[src/rtl/muldiv_if.sv]
// -----------------------------------------------------------------------------
// muldiv_if: EX-stage <-> HI/LO sequencer bus.
//
// Purpose: bundles the request side (start/op/operands/rd_hilo/flush) and the
// response side (ready/busy/stall and the HI/LO write port) of muldiv_seq.
//
// Signals (master = EX stage, slave = muldiv_seq):
//   start    m->s  1   HI/LO operation presented this cycle
//   op       m->s  3   operation code (MULT/MULTU/DIV/DIVU/MTHI/MTLO)
//   a_in     m->s  32  operand A (rs)
//   b_in     m->s  32  operand B (rt)
//   rd_hilo  m->s  1   MFHI/MFLO executing this cycle
//   flush    m->s  1   cancel in-flight operation
//   ready    s->m  1   sequencer idle, can accept
//   busy     s->m  1   sequencer not idle
//   stall    s->m  1   pipeline freeze request
//   hilo_we  s->m  1   one-cycle HI/LO write strobe
//   hilo_op  s->m  3   latched op
//   hilo_a   s->m  32  latched operand A
//   hilo_b   s->m  32  latched operand B
//   dz_err   s->m  1   divide-by-zero pulse (MULDIV_DIV0_CHECK_EN builds only)
// -----------------------------------------------------------------------------
`ifndef MULT
`define MULT  3'b000
`endif
`ifndef MULTU
`define MULTU 3'b001
`endif
`ifndef DIV
`define DIV   3'b010
`endif
`ifndef DIVU
`define DIVU  3'b011
`endif
`ifndef MTHI
`define MTHI  3'b100
`endif
`ifndef MTLO
`define MTLO  3'b101
`endif

interface muldiv_if;
  logic        start;
  logic [2:0]  op;
  logic [31:0] a_in;
  logic [31:0] b_in;
  logic        rd_hilo;
  logic        flush;
  logic        ready;
  logic        busy;
  logic        stall;
  logic        hilo_we;
  logic [2:0]  hilo_op;
  logic [31:0] hilo_a;
  logic [31:0] hilo_b;
  logic        dz_err;

  modport master (
    output start, op, a_in, b_in, rd_hilo, flush,
    input  ready, busy, stall, hilo_we, hilo_op, hilo_a, hilo_b, dz_err
  );

  modport slave (
    input  start, op, a_in, b_in, rd_hilo, flush,
    output ready, busy, stall, hilo_we, hilo_op, hilo_a, hilo_b, dz_err
  );
endinterface

[src/rtl/muldiv_seq.sv]
// -----------------------------------------------------------------------------
// muldiv_seq: sequencer in front of the HI/LO multiply/divide unit (EX stage).
//
// Models the multi-cycle latency of MULT/MULTU/DIV/DIVU, holds the operands
// stable while an operation runs, issues exactly one hilo_we per accepted
// operation and requests a pipeline stall for a new HI/LO operation or an
// MFHI/MFLO while a result is pending.
//
// Ports:
//   clk    in   rising-edge clock
//   rst_n  in   asynchronous active-low reset
//   bus    slave modport of muldiv_if (request/response signals, see muldiv_if)
//
// Parameters:
//   MUL_LAT  busy cycles for MULT/MULTU before write-back (1..63)
//   DIV_LAT  busy cycles for DIV/DIVU before write-back (1..63)
//
// Optional feature macro: MULDIV_DIV0_CHECK_EN
//   defined     : DIV/DIVU with b_in==0 pulses dz_err one cycle after accept
//                 and returns straight to IDLE with no write.
//   not defined : divide by zero is sequenced like any divide, dz_err = 0.
// -----------------------------------------------------------------------------
module muldiv_seq #(
  parameter int MUL_LAT = 4,
  parameter int DIV_LAT = 32
) (
  input  logic   clk,
  input  logic   rst_n,
  muldiv_if.slave bus
);

  typedef enum logic [1:0] {IDLE, RUN, WRITE} state_e;

  localparam logic [5:0] MUL_CNT = 6'(MUL_LAT - 1);
  localparam logic [5:0] DIV_CNT = 6'(DIV_LAT - 1);

  state_e      state_q, state_d;
  logic [5:0]  cnt_q, cnt_d;
  logic [2:0]  op_q, op_d;
  logic [31:0] a_q, a_d;
  logic [31:0] b_q, b_d;
  logic        dz_q, dz_d;

  logic ready;
  logic accept;
  logic is_mt, is_mul, is_div;

  assign ready  = (state_q == IDLE);
  assign accept = bus.start && ready && !bus.flush;

  assign is_mt  = (bus.op == `MTHI)  || (bus.op == `MTLO);
  assign is_mul = (bus.op == `MULT)  || (bus.op == `MULTU);
  assign is_div = (bus.op == `DIV)   || (bus.op == `DIVU);

  always_ff @(posedge clk or negedge rst_n) begin
    if (!rst_n) begin
      state_q <= IDLE;
      cnt_q   <= '0;
      op_q    <= '0;
      a_q     <= '0;
      b_q     <= '0;
      dz_q    <= 1'b0;
    end else begin
      state_q <= state_d;
      cnt_q   <= cnt_d;
      op_q    <= op_d;
      a_q     <= a_d;
      b_q     <= b_d;
      dz_q    <= dz_d;
    end
  end

  always_comb begin
    state_d = state_q;
    cnt_d   = cnt_q;
    op_d    = op_q;
    a_d     = a_q;
    b_d     = b_q;
    dz_d    = 1'b0;

    case (state_q)
      IDLE: begin
        // Unknown op codes are dropped without touching the latched operands.
        if (accept && (is_mt || is_mul || is_div)) begin
          op_d = bus.op;
          a_d  = bus.a_in;
          b_d  = bus.b_in;
          if (is_mt) begin
            state_d = WRITE;
          end else if (is_mul) begin
            state_d = RUN;
            cnt_d   = MUL_CNT;
          end else begin
`ifdef MULDIV_DIV0_CHECK_EN
            if (bus.b_in == 32'd0) begin
              dz_d    = 1'b1;
              state_d = IDLE;
            end else begin
              state_d = RUN;
              cnt_d   = DIV_CNT;
            end
`else
            state_d = RUN;
            cnt_d   = DIV_CNT;
`endif
          end
        end
      end
      RUN: begin
        // Flush abandons the result; the stale operands stay latched.
        if (bus.flush) begin
          state_d = IDLE;
        end else if (cnt_q == 6'd0) begin
          state_d = WRITE;
        end else begin
          cnt_d = cnt_q - 6'd1;
        end
      end
      WRITE: begin
        // Committed: flush has no effect here.
        state_d = IDLE;
      end
      default: begin
        state_d = IDLE;
      end
    endcase
  end

  assign bus.ready   = ready;
  assign bus.busy    = !ready;
  // HI/LO still hold old values during WRITE, so reads stall through it.
  assign bus.stall   = (bus.start && !ready) || (bus.rd_hilo && !ready);
  assign bus.hilo_we = (state_q == WRITE);
  assign bus.hilo_op = op_q;
  assign bus.hilo_a  = a_q;
  assign bus.hilo_b  = b_q;
  assign bus.dz_err  = dz_q;

endmodule

[src/flat_wrapper.sv]
// flat-port wrapper written by rule: the top's interface ports become plain ports
module muldiv_seq_flat 
#(
  parameter int MUL_LAT = 4,
  parameter int DIV_LAT = 32
)
  (clk, rst_n, bus_start, bus_op, bus_a_in, bus_b_in, bus_rd_hilo, bus_flush, bus_ready, bus_busy, bus_stall, bus_hilo_we, bus_hilo_op, bus_hilo_a, bus_hilo_b, bus_dz_err);
  muldiv_if bus_i ();
  input  logic clk;
  input  logic rst_n;
  input wire logic [$bits(bus_i.start)-1:0] bus_start;
  input wire logic [$bits(bus_i.op)-1:0] bus_op;
  input wire logic [$bits(bus_i.a_in)-1:0] bus_a_in;
  input wire logic [$bits(bus_i.b_in)-1:0] bus_b_in;
  input wire logic [$bits(bus_i.rd_hilo)-1:0] bus_rd_hilo;
  input wire logic [$bits(bus_i.flush)-1:0] bus_flush;
  output wire logic [$bits(bus_i.ready)-1:0] bus_ready;
  output wire logic [$bits(bus_i.busy)-1:0] bus_busy;
  output wire logic [$bits(bus_i.stall)-1:0] bus_stall;
  output wire logic [$bits(bus_i.hilo_we)-1:0] bus_hilo_we;
  output wire logic [$bits(bus_i.hilo_op)-1:0] bus_hilo_op;
  output wire logic [$bits(bus_i.hilo_a)-1:0] bus_hilo_a;
  output wire logic [$bits(bus_i.hilo_b)-1:0] bus_hilo_b;
  output wire logic [$bits(bus_i.dz_err)-1:0] bus_dz_err;
  assign bus_i.start = bus_start;
  assign bus_i.op = bus_op;
  assign bus_i.a_in = bus_a_in;
  assign bus_i.b_in = bus_b_in;
  assign bus_i.rd_hilo = bus_rd_hilo;
  assign bus_i.flush = bus_flush;
  assign bus_ready = bus_i.ready;
  assign bus_busy = bus_i.busy;
  assign bus_stall = bus_i.stall;
  assign bus_hilo_we = bus_i.hilo_we;
  assign bus_hilo_op = bus_i.hilo_op;
  assign bus_hilo_a = bus_i.hilo_a;
  assign bus_hilo_b = bus_i.hilo_b;
  assign bus_dz_err = bus_i.dz_err;
  muldiv_seq #(.MUL_LAT(MUL_LAT), .DIV_LAT(DIV_LAT)) u_core (.clk(clk), .rst_n(rst_n), .bus(bus_i));
endmodule
[config.mk]
export PLATFORM = sky130hd
export DESIGN_NAME = muldiv_seq_flat
export DESIGN_NICKNAME = d
export VERILOG_FILES = /design/src/rtl/muldiv_if.sv /design/src/rtl/muldiv_seq.sv /design/src/flat_wrapper.sv
export SDC_FILE = /design/constraint.sdc
export NUM_CORES = 1
export LEC_CHECK = 0
export BUFFER_PORTS_ARGS = -buffer_cell sky130_fd_sc_hd__clkbuf_2
export CORE_MARGIN = 3
export CORE_UTILIZATION = 42
export DETAILED_ROUTE_END_ITERATION = 16
export GPL_ROUTABILITY_DRIVEN = 1
export PLACE_DENSITY = 0.76
export SETUP_SLACK_MARGIN = 0.4
export SLEW_MARGIN = 5
export SYNTH_ARGS = -nofsm -noshare
export SYNTH_HDL_FRONTEND = slang
export SYNTH_SLANG_ARGS = --single-unit
[constraint.sdc]
create_clock -name clk -period 1.8 [get_ports clk]
set_input_delay 0.18 -clock clk [delete_from_list [all_inputs] [get_ports clk]]
set_output_delay 0.18 -clock clk [all_outputs]
set_load 0.1 [all_outputs]
==> results of run 1 <==
[worst max path at each step]
stage,startpoint,end,cells after the start,slack (ps)
2_1_floorplan,u_core.state_q[0],bus_stall,4,-330
5_1_grt,u_core.cnt_q[4],u_core.state_q[1],4,30
6_report,u_core.cnt_q[4],u_core.state_q[1],4,40
3_3_place_gp,u_core.cnt_q[4],u_core.state_q[1],4,110
4_1_cts,u_core.cnt_q[2],u_core.state_q[1],4,80
3_5_place_dp,u_core.cnt_q[4],u_core.state_q[1],4,60
[synth_stat cells, drive strengths merged, types with 2 or more instances]
cell and count:
o211ai 2, nor3 4, nand3 4, buf 8, a21oi 3, ha 2
inv 4, dfrtp 75, nand2 9, mux2 65, nor2 11, nor2b 2
or3 2
[worst register-to-register path: cells and delay by family, from the launching register on]
kind | cells | cell delay [ps]
AOI/OAI and AO/OA | 1 | 140
DFF | 1 | 410
and+or+nand+nor | 3 | 1150
[repair_timing]
| item | in CTS | in global routing |
|---|---|---|
| setup endpoints to repair | 79 | 79 |
| pin swaps | 2 | 6 |
| setup buffers | 6 | 6 |
| resized for setup | 14 | 17 |
| hold endpoints to repair | 24 | 0 |
| hold buffers | 1 | 0 |
[state kept, by name (all words and copies together) (netlist names)]
name and count:
u_core.bus.hilo_a 32, u_core.bus.hilo_b 32, u_core.bus.hilo_op 3, u_core.cnt_q 6, u_core.state_q 2
[cells by family after synthesis]
| family | synth area share |
|---|---|
| DFF | 0.619 |
| muxes | 0.245 |
| and+or+nand+nor | 0.0680 |
| buffers and inverters | 0.0305 |
| AOI/OAI and AO/OA | 0.0260 |
| adders and majority gates | 0.00825 |
| other | 0.00124 |
| xor gates and xnor gates | 0.00289 |
[report_power, final]
part / switching (mW) / internal, mW
Combinational: 3.30 / 0.749
Clock: 0.599 / 0.678
Sequential: 0.215 / 2.09
Total: 4.12 / 3.51
[layout make-up]
cell class / instances / area, um2
multi-input combinational: 120 / 1150
tap: 96 / 120
clock inverter: 4 / 50.0
sequential: 75 / 1880
fill: 582 / 2580
inverter: 4 / 18.8
clock buffer: 12 / 145
timing repair buffer: 163 / 970
[layer usage]
layer | GRT usage | up-vias | part of all wire
met4 | 0.0829 | 0 | 0.024
met5 | 0 | - | 0
met1 | 0.208 | 1093 | 0.40
li1 | - | 1059 | -
met2 | 0.281 | 93 | 0.51
met3 | 0.0356 | 15 | 0.063
[per-stage QoR]
| stage | setup slack (ps) | util | TNS, ps | power (mW) | area [um2] |
|---|---|---|---|---|---|
| after global routing | 26.7 | 0.627 | 0 | 7.92 | 4330 |
| after detailed placement | 62.0 | 0.565 | 0 | 6.28 | 3900 |
| after global placement | 109 | 0.565 | 0 | 6.21 | 3900 |
| final | 38.3 | 0.627 | 0 | 7.63 | 4330 |
| after CTS | 81.2 | 0.611 | 0 | 7.61 | 4220 |
| after floorplan | -334 | - | -527 | 5.60 | 3080 |
==> results.md, run 1 <==
- Worst R2R Setup Slack: 40 ps
- CP delay by family, top: simple AND/OR/NAND/NOR gates
- Pre-antenna DRT Iters: 2
- Largest cells by area after synthesis: dfrtp_1 62%, mux2_2 24%, buf_6 1.9%, nor2_1 1.4%, nand2_1 1.1%
- Crit Path Class: reg2reg
- CP cell instances: or3_4 -> or3_4 -> or3b_1 -> a21oi_2
- Startpoint types: flop
- Mapped cell area: 0.00303 mm2
- Layout net count: 447
- CP Max Fanout: 2
- Slowest cell on crit path: or3_4
- Worst r2r src: u_core.cnt_q[4]
- Hold endpoint: u_core.bus.hilo_b[19]
- Status: complete, no violations
- GP Congestion: 0.865
- Reg-to-reg endpoint: u_core.state_q[1]
- Via-per-instance ratio: 4.77
- Syn. warnings: 0
- Max IR drop VDD: 0.966 mV
- DIE WIDTH: 91.0 um
- Core ar.: 0.00691 mm2
- First-pass GRT wire length: 11200 um
- Post-route ant nets: 0
- Slowest Stage Delay on Critical Path: 420 ps
- Synth async-reset ratio: 1.00
- Hold WS: 64.9 ps
- PortBufs: 142
- # IOs: 144
- Commonest cells after routing, fill and taps aside: 137 x clkbuf_2, 74 x dfrtp_1, 65 x mux2_2
- Clock sinks: 75
- Hold Vio Cnt, Final: 0
- Synth Flop Type: dfrtp_1
- Count of cell types in the netlist: 33
- Total inserted antenna cells: 0
- EDFF count, synth: 0
- Most Frequent Cell on Critical Path: or3_4
- Fmax: 0.568 GHz
- Final WL: 6910 um
- DIE HEIGHT: 91.0 um
- # H-tree levels: 3
- CTS buffer count: 9
- Register area share after synthesis: 0.619
- Commonest non-fill, non-tap cell in the layout: clkbuf_2
- Share of layout cells above drive strength 1: 0.693
- Number of remaining DRC errors: 0
- # setup viols final: 0
- Net count after synthesis: 282
- Die area: 0.00828 mm2
- Number of global-route vias before repair: 2373
- Tmin final: 1760 ps
- Average size of a mapped cell: 14.6 um2
- Grt total ovfl: 0
- Skew-Pair Late Insertion Delay: 340 ps
- Flops & latches, synth: 75
- Worst-margin pin slew: 559 ps
- Starting Density: 0.439
- Antenna violations before repair: 0
- WL per Instance: 14.6 um
- Period utilization: 0.979
- Slew HR: 0.629
- Root Buffer: clkbuf_8
- Placed Instances: 445
- Post-DP HPWL: 5030 um
- Non-Filler Instances: 474
- # rows: 30
- CTS tree: done
- Clock transition at the registers of the reported paths: 80 ps
- Worst Reg-to-Reg Cells: 4
- Max-slew violations: 0
- RSZ-0062 raised after global routing: yes
- 1st-iter DRT viols: 38
- WP buf/inv: 0
- Kind of end point of the critical path: flop
- Vias: 2260
- P_leak: 2.13 nW
- GRT Overall Usage: 0.169
- Max-Cap Viols: 0
- Hold depth: 2
- Worst hold path type: in2reg
- CP Data Arrival Time: 2030 ps
- PwrDens: 1760 mW/mm2
- Max Clock Skew: 12.3 ps
- Synth top area share: 0.619
- Required @ worst endpoint: 2070 ps
- Area Growth Syn to Fin: 42.7%
- Yosys top cell by area: dfrtp_1
- Post-Synthesis Cells: 208
- Pin count of the biggest net entering global routing: 38
- Hold_sp: bus_b_in[19]
- Maximum clock path buffer count: 2
No activity file was read; power rests on OpenSTA's default activity.
==> inputs of run 2 (changes only) <==
--- a/config.mk
+++ b/config.mk
@@ -5,7 +5,7 @@
 export SDC_FILE = /design/constraint.sdc
 export NUM_CORES = 1
 export LEC_CHECK = 0
-export BUFFER_PORTS_ARGS = -buffer_cell sky130_fd_sc_hd__clkbuf_2
+export BUFFER_PORTS_ARGS = -buffer_cell sky130_fd_sc_hd__buf_2
 export CORE_MARGIN = 3
 export CORE_UTILIZATION = 42
 export DETAILED_ROUTE_END_ITERATION = 16
==> results.md, run 2 (synthesized netlist as in run 1, its figures left out) <==
- CTS tree: done
- WP buf/inv: 0 (unchanged)
- CP Data Arrival Time: 1930 ps (-100 ps)
- CTS buffer count: 9 (unchanged)
- Skew-Pair Late Insertion Delay: 330 ps (about the same)
- Max-Cap Viols: 0 (unchanged)
- GRT Overall Usage: 0.166 (-0.00270)
- FF/Latch Area: 0.00188 mm2 (unchanged)
- Core ar.: 0.00691 mm2 (unchanged)
- Post-route ant nets: 0 (unchanged)
- Maximum clock path buffer count: 2 (unchanged)
- Period utilization: 0.928 (-0.0511)
- Fillers: 583 (+0.17%)
- Tmin final: 1670 ps (-92.1 ps)
- Area Growth Syn to Fin: 45.4%
- CP cell instances: or3_4 -> or3_4 -> or3b_1 -> a21oi_2
- Hold depth: 2 (unchanged)
- Crit Path Class: reg2reg
- DIE HEIGHT: 91.0 um (unchanged)
- Commonest non-fill, non-tap cell in the layout: buf_2
- Root Buffer: clkbuf_8
- Via-per-instance ratio: 4.80 (+0.65%)
- Reg-to-reg endpoint: u_core.state_q[1]
- Number of remaining DRC errors: 0 (unchanged)
- Commonest cells after routing, fill and taps aside: 137 x buf_2, 74 x dfrtp_1, 65 x mux2_2
- Required @ worst endpoint: 2060 ps (about the same)
- DIE WIDTH: 91.0 um (unchanged)
- Setup TNS: 0 ps (unchanged)
- CP Max Fanout: 2 (unchanged)
- Share of layout cells above drive strength 1: 0.698 (+0.00449)
- P_leak: 2.15 nW (+1.0%)
- Worst r2r src: u_core.cnt_q[4]
- Clock transition at the registers of the reported paths: 70 ps (about the same)
- Hold Vio Cnt, Final: 0 (unchanged)
- PwrDens: 1710 mW/mm2 (-2.7%)
- Hold WS: 74.9 ps (+9.99 ps)
- GP Congestion: 0.850 (-1.7%)
- RSZ-0062 raised after global routing: yes
- Max IR drop VDD: 0.966 mV (about the same)
- Layout net count: 448 (+0.22%)
- # IOs: 144 (unchanged)
- Grt total ovfl: 0 (unchanged)
- CP delay by family, top: simple AND/OR/NAND/NOR gates
- Pre-antenna DRT Iters: 4 (+2)
- Fmax: 0.599 GHz (+5.5%)
- Slowest Stage Delay on Critical Path: 390 ps (-30 ps)
- Starting Density: 0.439 (unchanged)
- Worst hold path type: in2reg
- WL per Instance: 15.6 um (+6.7%)
- Worst Reg-to-Reg Cells: 4 (unchanged)
- Final WL: 7360 um (+6.5%)
- Total inserted antenna cells: 0 (unchanged)
- Slowest cell on crit path: or3_4
- PortBufs: 142 (unchanged)
- Combined area of the multi-input logic cells: 0.00115 mm2 (+0.55%)
- Most Frequent Cell on Critical Path: or3_4
- Worst-margin pin slew: 512 ps (-47.2 ps)
- Pin count of the biggest net entering global routing: 38 (unchanged)
- Hold_sp: bus_a_in[26]
- Slew HR: 0.661 (+0.0322)
- Die area: 0.00828 mm2 (unchanged)
- First-pass GRT wire length: 11000 um (-1.8%)
- Startpoint types: flop
- Number of global-route vias before repair: 2322 (-2.1%)
- Clock sinks: 75 (unchanged)
- Hold endpoint: u_core.bus.hilo_a[26]
- Worst R2R Setup Slack: 130 ps (+90 ps)
- Antenna violations before repair: 0 (unchanged)
- Max-slew violations: 0 (unchanged)
- # H-tree levels: 3 (unchanged)
- Final core occ: 0.639 (+0.0116)
- Kind of end point of the critical path: flop
- Status: complete, no violations
- # rows: 30 (unchanged)
- Max Clock Skew: 7.25 ps (-5.06 ps)
- 1st-iter DRT viols: 26 (-32%)
- # setup viols final: 0 (unchanged)
- Vias: 2270 (+0.44%)
- Post-DP HPWL: 4930 um (-2.1%)
[run 2: cell count changes in the layout (fill, tap and decap cells not counted), sizes merged]
cell,before,now
clkbuf,150,14
buf,24,160
clkinvlp,3,1
clkinv,1,2
[run 2: metal layers]
| layer | global-route usage | wire [um] | vias up |
|---|---|---|---|
| met5 | 0 | 0 | - |
| met4 | 0.0729 | 119 | 0 |
| met3 | 0.0398 | 522 | 8 |
| met2 | 0.284 | 3820 | 95 |
| met1 | 0.199 | 2900 | 1110 |
| li1 | - | - | 1057 |
[run 2: area by class of cell]
| class | instances | share of cell area |
|---|---|---|
| clock buffer | 11 | 0.0321 |
| clock inverter | 3 | 0.00908 |
| inverter | 4 | 0.00426 |
| multi-input combinational | 120 | 0.262 |
| sequential | 75 | 0.426 |
| tap | 96 | 0.0272 |
| timing repair buffer | 164 | 0.240 |
[run 2: what timing repair did]
action / CTS / global route
gates cloned: 0 / 5
setup endpoints to repair: 79 / 79
setup buffers: 7 / 1
hold buffers: 1 / 0
pin swaps: 5 / 4
resized for setup: 17 / 14
endpoints found under the hold margin: 49 / 0
[run 2: metrics by stage]
stage,power (mW),setup slack (ps),instances,area [um2]
2_1_floorplan,5.60,-334,208,3080
3_3_place_gp,6.23,120,445,3940
3_5_place_dp,6.29,83.6,445,3940
4_1_cts,7.56,140,467,4250
5_1_grt,7.85,67.5,473,4410
6_report,7.56,130,473,4410
[run 2: power by group]
part | total, mW | leakage, nW | switching (mW) | internal (mW)
logic | 4.07 | 1.18 | 3.31 | 0.760
registers | 2.29 | 0.883 | 0.206 | 2.09
clock network | 1.20 | 0.0950 | 0.542 | 0.659
total | 7.56 | 2.15 | 4.06 | 3.51
[run 2: worst reg2reg max path, cell delays in order, from the launching register on]
cell and delay (ps):
dfrtp_1 380, or3_4 390, or3_4 340, or3b_1 370
a21oi_2 130
[run 2: worst max-delay path by stage]
stage                     slack [ps]         startpoint  cells after the start                end
after floorplan                 -330  u_core.state_q[0]                      4          bus_stall
after global placement           120    u_core.cnt_q[4]                      4  u_core.state_q[1]
after detailed placement          80    u_core.cnt_q[4]                      4  u_core.state_q[1]
after CTS                        140    u_core.cnt_q[4]                      4  u_core.state_q[1]
after global routing              70    u_core.cnt_q[4]                      4  u_core.state_q[1]
final                            130    u_core.cnt_q[4]                      4  u_core.state_q[1]
